**src/rtl/seg7_pkg.sv**
```systemverilog
// seg7_pkg: glyph, code, digit-select and frame-state definitions shared by the
// 7-segment scan receiver and anything that needs to decode its glyphs.
package seg7_pkg;

    localparam logic [6:0] SEG_0     = 7'h40;
    localparam logic [6:0] SEG_1     = 7'h79;
    localparam logic [6:0] SEG_2     = 7'h24;
    localparam logic [6:0] SEG_3     = 7'h30;
    localparam logic [6:0] SEG_4     = 7'h19;
    localparam logic [6:0] SEG_5     = 7'h12;
    localparam logic [6:0] SEG_6     = 7'h02;
    localparam logic [6:0] SEG_7     = 7'h78;
    localparam logic [6:0] SEG_8     = 7'h00;
    localparam logic [6:0] SEG_9     = 7'h10;
    localparam logic [6:0] SEG_UP    = 7'h5C;
    localparam logic [6:0] SEG_DOWN  = 7'h63;
    localparam logic [6:0] SEG_BLANK = 7'h7F;

    localparam logic [3:0] CODE_UP    = 4'd10;
    localparam logic [3:0] CODE_DOWN  = 4'd11;
    localparam logic [3:0] CODE_BAD   = 4'd14;
    localparam logic [3:0] CODE_BLANK = 4'd15;

    localparam logic [3:0] SEL0     = 4'b1110;
    localparam logic [3:0] SEL1     = 4'b1101;
    localparam logic [3:0] SEL2     = 4'b1011;
    localparam logic [3:0] SEL3     = 4'b0111;
    localparam logic [3:0] SEL_IDLE = 4'b1111;

    typedef enum logic [1:0] {HUNT, GOT0, GOT1, GOT2} state_e;

    // True when exactly one active-low select line is asserted.
    function automatic logic sel_single(input logic [3:0] dig);
        return dig == SEL0 || dig == SEL1 || dig == SEL2 || dig == SEL3;
    endfunction

endpackage

```
**src/rtl/seg7_decode.sv**
```systemverilog
// seg7_decode: combinational active-low {g..a} glyph to 4-bit code; unknown glyphs map to CODE_BAD.
module seg7_decode
    import seg7_pkg::*;
(
    input  logic [6:0] seg_i,
    output logic [3:0] code_o
);

    always_comb begin
        code_o = CODE_BAD;
        case (seg_i)
            SEG_0:     code_o = 4'd0;
            SEG_1:     code_o = 4'd1;
            SEG_2:     code_o = 4'd2;
            SEG_3:     code_o = 4'd3;
            SEG_4:     code_o = 4'd4;
            SEG_5:     code_o = 4'd5;
            SEG_6:     code_o = 4'd6;
            SEG_7:     code_o = 4'd7;
            SEG_8:     code_o = 4'd8;
            SEG_9:     code_o = 4'd9;
            SEG_UP:    code_o = CODE_UP;
            SEG_DOWN:  code_o = CODE_DOWN;
            SEG_BLANK: code_o = CODE_BLANK;
            default:   code_o = CODE_BAD;
        endcase
    end

endmodule

```
**src/rtl/seg7_scan_decoder.sv**
```systemverilog
// seg7_scan_decoder: samples a multiplexed 4-digit 7-segment scan, decodes each settled
// glyph and reassembles complete in-order frames, flagging glitches, bad glyphs and stalls.
module seg7_scan_decoder
    import seg7_pkg::*;
#(
    parameter int          SETTLE  = 16,
    parameter logic [26:0] TIMEOUT = 27'd500000
) (
    input  logic       clk,
    input  logic       rst,
    input  logic [3:0] DIGIT,
    input  logic [6:0] DISPLAY,
    output logic [3:0] val0,
    output logic [3:0] val1,
    output logic [3:0] val2,
    output logic [3:0] val3,
    output logic       frame_valid,
    output logic       vals_valid,
    output logic       decode_err,
    output logic       seq_err,
    output logic       stale
);

    localparam logic [7:0] SETTLE_C = 8'(SETTLE);

    logic [10:0]      sync1_q, sync2_q, prev_q;
    logic [7:0]       cnt_q, cnt_d;
    logic             sampled_q, sampled_d;
    logic [26:0]      tmo_q, tmo_d;
    state_e           state_q, state_d;
    logic [2:0][3:0]  shadow_q, shadow_d;
    logic [3:0][3:0]  vals_q, vals_d;
    logic             frame_valid_q, vals_valid_q, decode_err_q, seq_err_q, stale_q;
    logic [3:0]       dig, code;
    logic             changed, fire, capture, dec_err, good;
    logic             adv0, adv1, adv2, frame, seq, timeout_hit;

    seg7_decode u_decode (.seg_i(sync2_q[6:0]), .code_o(code));

    assign dig     = sync2_q[10:7];
    assign changed = sync2_q != prev_q;
    // One capture per stable dwell: the sampled flag holds off repeats until the word moves.
    assign fire    = !changed && cnt_q == SETTLE_C && !sampled_q;
    assign capture = fire && dig != SEL_IDLE;
    assign dec_err = capture && (!sel_single(dig) || code == CODE_BAD);
    assign good    = capture && !dec_err;
    assign adv0    = good && dig == SEL0;
    assign adv1    = good && dig == SEL1 && state_q == GOT0;
    assign adv2    = good && dig == SEL2 && state_q == GOT1;
    assign frame   = good && dig == SEL3 && state_q == GOT2;
    assign seq     = good && !adv0 && !adv1 && !adv2 && !frame;

    assign cnt_d     = changed ? 8'd0 : (cnt_q == 8'hFF ? cnt_q : cnt_q + 8'd1);
    assign sampled_d = changed ? 1'b0 : (sampled_q | fire);
    assign tmo_d     = capture ? 27'd0 : (tmo_q == TIMEOUT ? tmo_q : tmo_q + 27'd1);
    assign timeout_hit = tmo_q != TIMEOUT && tmo_d == TIMEOUT;
    assign vals_d    = frame ? {code, shadow_q[2], shadow_q[1], shadow_q[0]} : vals_q;

    always_comb begin
        state_d  = state_q;
        shadow_d = shadow_q;
        if (adv0) begin
            state_d     = GOT0;
            shadow_d[0] = code;
        end else if (adv1) begin
            state_d     = GOT1;
            shadow_d[1] = code;
        end else if (adv2) begin
            state_d     = GOT2;
            shadow_d[2] = code;
        end else if (capture || timeout_hit) begin
            state_d = HUNT;
        end
    end

    always_ff @(posedge clk or negedge rst) begin
        if (!rst) begin
            sync1_q       <= {SEL_IDLE, SEG_BLANK};
            sync2_q       <= {SEL_IDLE, SEG_BLANK};
            prev_q        <= {SEL_IDLE, SEG_BLANK};
            cnt_q         <= '0;
            sampled_q     <= 1'b0;
            tmo_q         <= '0;
            state_q       <= HUNT;
            shadow_q      <= '0;
            vals_q        <= '0;
            frame_valid_q <= 1'b0;
            vals_valid_q  <= 1'b0;
            decode_err_q  <= 1'b0;
            seq_err_q     <= 1'b0;
            stale_q       <= 1'b0;
        end else begin
            sync1_q       <= {DIGIT, DISPLAY};
            sync2_q       <= sync1_q;
            prev_q        <= sync2_q;
            cnt_q         <= cnt_d;
            sampled_q     <= sampled_d;
            tmo_q         <= tmo_d;
            state_q       <= state_d;
            shadow_q      <= shadow_d;
            vals_q        <= vals_d;
            frame_valid_q <= frame;
            vals_valid_q  <= frame ? 1'b1 : (timeout_hit ? 1'b0 : vals_valid_q);
            decode_err_q  <= dec_err;
            seq_err_q     <= seq;
            stale_q       <= frame ? 1'b0 : (timeout_hit | stale_q);
        end
    end

    assign val0        = vals_q[0];
    assign val1        = vals_q[1];
    assign val2        = vals_q[2];
    assign val3        = vals_q[3];
    assign frame_valid = frame_valid_q;
    assign vals_valid  = vals_valid_q;
    assign decode_err  = decode_err_q;
    assign seq_err     = seq_err_q;
    assign stale       = stale_q;

endmodule

```
**config.mk**
```make
export PLATFORM = sky130hd
export DESIGN_NAME = seg7_scan_decoder
export DESIGN_NICKNAME = d
export VERILOG_FILES = /design/src/rtl/seg7_pkg.sv /design/src/rtl/seg7_decode.sv /design/src/rtl/seg7_scan_decoder.sv
export SDC_FILE = /design/constraint.sdc
export NUM_CORES = 1
export LEC_CHECK = 0
export ABC_AREA = 1
export BUFFER_PORTS_ARGS = -buffer_cell sky130_fd_sc_hd__buf_2
export CORE_MARGIN = 2
export CORE_UTILIZATION = 30
export CTS_CLUSTER_DIAMETER = 150
export DETAILED_ROUTE_END_ITERATION = 10
export PLACE_DENSITY_LB_ADDON = 0.05
export SETUP_SLACK_MARGIN = 0.2
export SKIP_LAST_GASP = 1
export SYNTH_ARGS = -nofsm -noshare
export SYNTH_HDL_FRONTEND = slang
export SYNTH_SLANG_ARGS = --single-unit
```
**constraint.sdc**
```tcl
create_clock -name clk -period 3.8 [get_ports clk]
set_clock_uncertainty 0.2 [all_clocks]
set_input_delay 0.38 -clock clk [delete_from_list [all_inputs] [get_ports clk]]
set_output_delay 0.38 -clock clk [all_outputs]
set_load 0.005 [all_outputs]
```
* After elaboration in Yosys (flattened, before gate mapping) *
Cells that the tools add are included.

cells by class
  reductions and logical operators = 35
  equal/unequal tests = 28
  muxes and demuxes = 13
  bitwise operators = 4
  add/subtract/negate cells = 2

operators with widths
  kind                                                      number
  equality test 27 x 19 -> 1 bit (second input constant)    2
  two-way mux 27 bit                                        2
  case mux 4 bit (13 select lines)                          1
  equality test 7 bit (second input constant)               6
  adder 27 x 1 -> 27 bit (second input constant)            1
  inequality test 27 x 19 -> 1 bit (second input constant)  1
  equality test 7 x 5 -> 1 bit (second input constant)      3
  logical AND 1 bit                                         17
  equality test 4 bit (second input constant)               4
  two-way mux 8 bit                                         2
  equality test 7 x 6 -> 1 bit (second input constant)      2
  inequality test 11 bit                                    1
  adder 8 x 1 -> 8 bit (second input constant)              1
  equality test 8 x 5 -> 1 bit (second input constant)      1
  equality test 8 bit (second input constant)               1
  zero test 1 bit                                           8
  two-way mux 2 bit                                         4
  equality test 7 x 2 -> 1 bit (second input constant)      1
  zero test 7 bit                                           1
  logical OR 1 bit                                          5
  equality test 2 bit (second input constant)               2
  equality test 4 x 3 -> 1 bit (second input constant)      1
  two-way mux 1 bit                                         4
  inequality test 4 bit (second input constant)             1
  8 further kinds                                           10

storage, ports and cells
  bits of input ports = 13
  output and inout port bits = 21
  logic and storage cells = 101
  flip-flop bits (word level) = 104

* Longest topological paths before layout *
  word-level depth = 15
  mapped depth = 18
  gate-level depth less buffers = 17

* Cells and area by module *
Synthesis repeated with hierarchy kept, for this count alone.

unflattened totals
  cells, all modules = 728
  area total of the unflattened synthesis = 5,485.3 µm²

modules (own cells, without submodules)
  module             times used  cells each  area each (µm²)  sequential area each (µm²)
  seg7_scan_decoder  1           662         5,176.2          2,643.8
  seg7_decode        1           66          309.0            0.0

* Least setup slack after synthesis *
No wires, ideal clock.

  path kind = register -> register
  from = register cnt_q[0]
  to = register shadow_q[4] in the netlist's numbering
  stages on the path, launching flop included = 12
  data arrival time = 1.964 ns
  clock period less this slack = 2.316 ns
  path buffers = 1
  setup slack = 1.484 ns
  setup time = 0.152 ns
  data required time = 3.448 ns
  cell sequence = dfrtp_1 > inv_1 > ha_1 > nor3b_1 > nand3_1 > nor2_1 > nand3_4 > buf_6 > nor4_4 > nand2_4 > nand2_1 > o21ai_1

between the ends
  cells in the longest elaborated chain, start to end = 10
  elaborated cells on any way between the ends = 12
  classes of those cells = eq/ne (1); bitwise (1); reduce/logical (10)

RTL lines
  element                                                     line                                              RTL
  start: declaration                                          seg7_scan_decoder.sv:27                           logic [7:0] cnt_q, cnt_d;
  start signal: assignment                                    seg7_scan_decoder.sv:96                           cnt_q <= cnt_d;
  equality test 8 x 5 -> 1 bit *                              seg7_scan_decoder.sv:43                           assign fire = !changed && cnt_q == SETTLE_C && !sampled_q;
  logical AND 1 bit * (2 in a row)                            seg7_scan_decoder.sv:43
  logical AND 1 bit *                                         seg7_scan_decoder.sv:44                           assign capture = fire && dig != SEL_IDLE;
  logical AND 1 bit                                           seg7_scan_decoder.sv:45                           assign dec_err = capture && (!sel_single(dig) || code == CODE_BAD);
  zero test 1 bit                                             seg7_scan_decoder.sv:46                           assign good = capture && !dec_err;
  logical AND 1 bit *                                         seg7_scan_decoder.sv:46
  logical AND 1 bit (on tied branches)                        seg7_scan_decoder.sv:48, seg7_scan_decoder.sv:47
  logical AND 1 bit / inverter 1 bit (equally long branches)  -
  AND reduction 2 bit (no line) *                             -
  end signal: assignment                                      seg7_scan_decoder.sv:100                          shadow_q <= shadow_d;
  end: declaration                                            seg7_scan_decoder.sv:31                           logic [2:0][3:0] shadow_q, shadow_d;

Mark *: on every way between the ends. The rest lies on a longest branch, timed or not.
A chain may end at the register's enable or synchronous reset.

* Worst setup path after layout *
  from = register cnt_q[0]
  to = register vals_q (netlist bit val0[0])

between the ends
  cells in the longest elaborated chain, start to end = 9

RTL lines
  element                           line                      RTL
  equality test 8 x 5 -> 1 bit *    seg7_scan_decoder.sv:43
  logical AND 1 bit * (2 in a row)  seg7_scan_decoder.sv:43
  logical AND 1 bit *               seg7_scan_decoder.sv:44
  logical AND 1 bit                 seg7_scan_decoder.sv:45
  zero test 1 bit                   seg7_scan_decoder.sv:46
  logical AND 1 bit *               seg7_scan_decoder.sv:46
  logical AND 1 bit * (2 in a row)  seg7_scan_decoder.sv:50   assign frame = good && dig == SEL3 && state_q == GOT2;
  end signal: assignment            seg7_scan_decoder.sv:101  vals_q <= vals_d;
  end: declaration                  seg7_scan_decoder.sv:32   logic [3:0][3:0] vals_q, vals_d;

Marked as above.

==> summary.txt <==
Logic synthesis
  – Post-Syn Instances: around 630
  – Netlist cell types: 37
  – Largest area contributor in the netlist: dfrtp_1
  – Synth Warn #: 0
  – Top_reg_cell synth: dfrtp_1
  – Post-synthesis sequential area ratio: 0.524
  – Yosys top cell area share: 0.352
  – Synthesized Nets: ~640
  – Synth top area cells: dfrtp_1 (35%), dfstp_2 (17%), nand2_1 (14%), inv_1 (6.8%), nor2_1 (5.1%)
  – Synthesized area per cell: a little over 8 um2
  – Number of synthesized flops with an enable pin: 0
  – Async SR Flop Fraction: 1.00
  – Synth Cell Area: slightly above 5000 um2
  – Yosys reg bits: between 100 and 150

Pwr
  – Seq pwr share: 0.538
  – Max VDD drop: around 0.00026 V
  – Comb power frac: 0.037
  – Clock power share: 0.425
  – Switching power: between 0.0005 and 0.0006 W
  – Pwr Density: 367 nW/um2
  – Int Pwr: ~0.0016 W
  – Sw Ratio: 0.242
  – Pleak: approximately 3.0 nW
  – Power Total: around 0.0021 W

STA
  – Final WS setup: approximately 0.8 ns
  – RSZ-0062 raised after global routing: no
  – Final Hold Vio Count: 0
  – Max Slew Vio Count: 0
  – Slew @ Worst Pin: approximately 0.70 ns
  – Final setup fails: 0
  – Crit share post-route: 0.783
  – Fin Hold WS: roughly 0.16 ns
  – Min cycle time layout: between 2 and 3 ns
  – Fmax: 0.336 GHz
  – Post-Route Setup TNS: 0 ns
  – Worst slew margin: 0.534

GRT
  – Largest net degree at the start of global routing: between 50 and 60
  – Initial antenna violation count: 0
  – First-pass GRT wire length: approximately 20000 um
  – Vias in the first global route: just under 4000
  – Grt total ovfl: 0
  – Total Routing Usage GR: 0.141

Placed design
  – Pre-CTS WS: 0.807 ns
  – GP Congestion: between 0.8 and 0.9
  – Inst Count DP: slightly below 900
  – HPWL Detailed: around 8500 um
  – Port bufs: 33

Status
  – Status: completed

Routing
  – WL per Instance: roughly 13 um
  – Vias: roughly 4000
  – DRC violations left: 0
  – Drt total wl: roughly 12000 um
  – DRT iter0 DRCs: 258
  – Via-per-instance ratio: about 4.4
  – Drt first pass iters: 4
  – Routed Antenna Nets: 0

Cells and area
  – P&R area growth vs syn: 16.1%
  – Layout net count: ~700
  – Share of cells above drive strength 1: 0.165
  – Most frequent cells in the layout: nand2_1 (188), inv_1 (92), dfrtp_1 (71)
  – Commonest non-fill, non-tap cell in the layout: nand2_1
  – Non-filler cells, final: 900
  – Antenna diodes: 0

Critical path
  – Critical path class: register to register
  – CP endpoint kind: register
  – Startpoint Class: register
  – Max incr delay on CP: roughly 0.40 ns
  – Crit-path most repeated cell: nand2_1
  – Critical Path Fanout Max: 31
  – WP data arrival: around 3.1 ns
  – Worst-path cell chain: inv_1, ha_1, nor3b_1, nand3_1, nor2_1, nand3_4, nor3_4, nand2_2, inv_2, nand2_1, nand2_1
  – Worst path slowest cell: dfrtp_1
  – WP data required: 3.89 ns

Die
  – Die Wd: 134 um
  – DIE AREA: between 15000 and 20000 um2
  – Row cnt: 47
  – # IOs: 34
  – Core ar.: ~17000 um2
  – Starting Density: 0.305
  – Die Y: about 130 um

Clock network
  – Clk buf depth: 2
  – Num Clock Sinks: ~100
  – CTS H-tree depth: 3
  – Root Buffer: clkbuf_16
  – Clk slew on worst S/H paths: roughly 0.080 ns
  – Clock Latency Late Sink: about 0.35 ns
  – CTS Buf Count: 9
  – CTS tree: built
  – Post-CTS Setup Inserts: 0

Job
  – MaxCap Viol Count: 0

Hold path
  – Worst Hold Class: register to register
[metal layers]
| layer | up-vias | routed length [um] | share of wire | track usage |
|---|---|---|---|---|
| li1 | 2044 | - | - | - |
| met1 | 1863 | 5670 | 0.49 | 0.188 |
| met2 | 61 | 5420 | 0.47 | 0.225 |
| met3 | 10 | 361 | 0.031 | 0.0377 |
| met4 | 0 | 174 | 0.015 | 0.0396 |
| met5 | - | 0 | 0 | 0 |
[final timing paths]
kind,start,endpoint,slack [ns],cells past startpoint
setup / recovery,cnt_q[0],val0[0],0.82,11
hold / removal,sync1_q[1],sync2_q[1],0.16,0
setup reg to reg,cnt_q[0],val0[0],0.82,11
hold reg to reg,sync1_q[1],sync2_q[1],0.16,0
max in group asynchronous,rst,prev_q[7],2.21,3
min in group asynchronous,rst,tmo_q[10],0.40,2
[cells in the mapped netlist (3+ instances only)]
master,number
xor2_1,4
dfstp_2,33
nor2_4,3
nand4_1,6
nor2_2,7
nor3_1,20
nand2_1,188
o21ai_1,11
nor3b_1,3
ha_1,4
o21ai_0,14
nand3_1,47
a211oi_1,4
buf_6,3
dfrtp_1,71
a31oi_1,3
nor2_1,69
a21oi_1,7
xnor2_1,5
inv_1,92
buf_2,3
inv_2,6
[state kept, by name (all words and copies together), names as in the netlist]
signal	count
cnt_q	8
decode_err	1
frame_valid	1
prev_q	11
sampled_q	1
seq_err	1
shadow_q	12
stale	1
state_q	2
sync1_q	11
sync2_q	11
tmo_q	27
val0	4
val1	4
val2	4
val3	4
vals_valid	1
[critical path, delay by kind of cell, from the launching register on]
kind / cells / cell delay [ns]
buffers and inverters: 2 / 0.43
DFF: 1 / 0.40
and+or+nand+nor: 8 / 1.72
adders and majority gates: 1 / 0.15
[power by group through the flow]
stage / sequential, W / clock (W) / combinational [W]
after floorplan: 0.00117 / 0 / 0.0000358
after global placement: 0.00117 / 0 / 0.0000724
after detailed placement: 0.00118 / 0 / 0.0000736
after CTS: 0.00115 / 0.000966 / 0.0000830
after global routing: 0.00116 / 0.00101 / 0.0000921
final: 0.00115 / 0.000913 / 0.0000797
[per-stage QoR]
stage	util	area, um2
after floorplan	-	5040
after global placement	0.330	5450
after detailed placement	0.330	5450
after CTS	0.354	5860
after global routing	0.354	5860
final	0.354	5860
[cell type report]
type                    count  area, um2
multi-input cells         415       1970
flip-flops and latches    104       2640
clock buffers               9        225
well taps                 220        275
repair buffers             47        315
clock inverters             7       60.1
inverters                  98        368
fillers                  1713      10700
[cells by family after synthesis]
logic type,after synthesis,synth area share
flip-flops,104,0.524
XOR/XNOR,9,0.0156
buffers and inverters,106,0.0856
AO/OA/AOI/OAI,42,0.0464
adder cells (fa/ha/maj),4,0.00992
AND/OR/NAND/NOR,360,0.318
[what timing repair did]
action                                 CTS  global route
hold buffers                            12             0
endpoints found under the hold margin   56             0
gates resized for setup                  0             0
(Power assumes the default switching activity.)
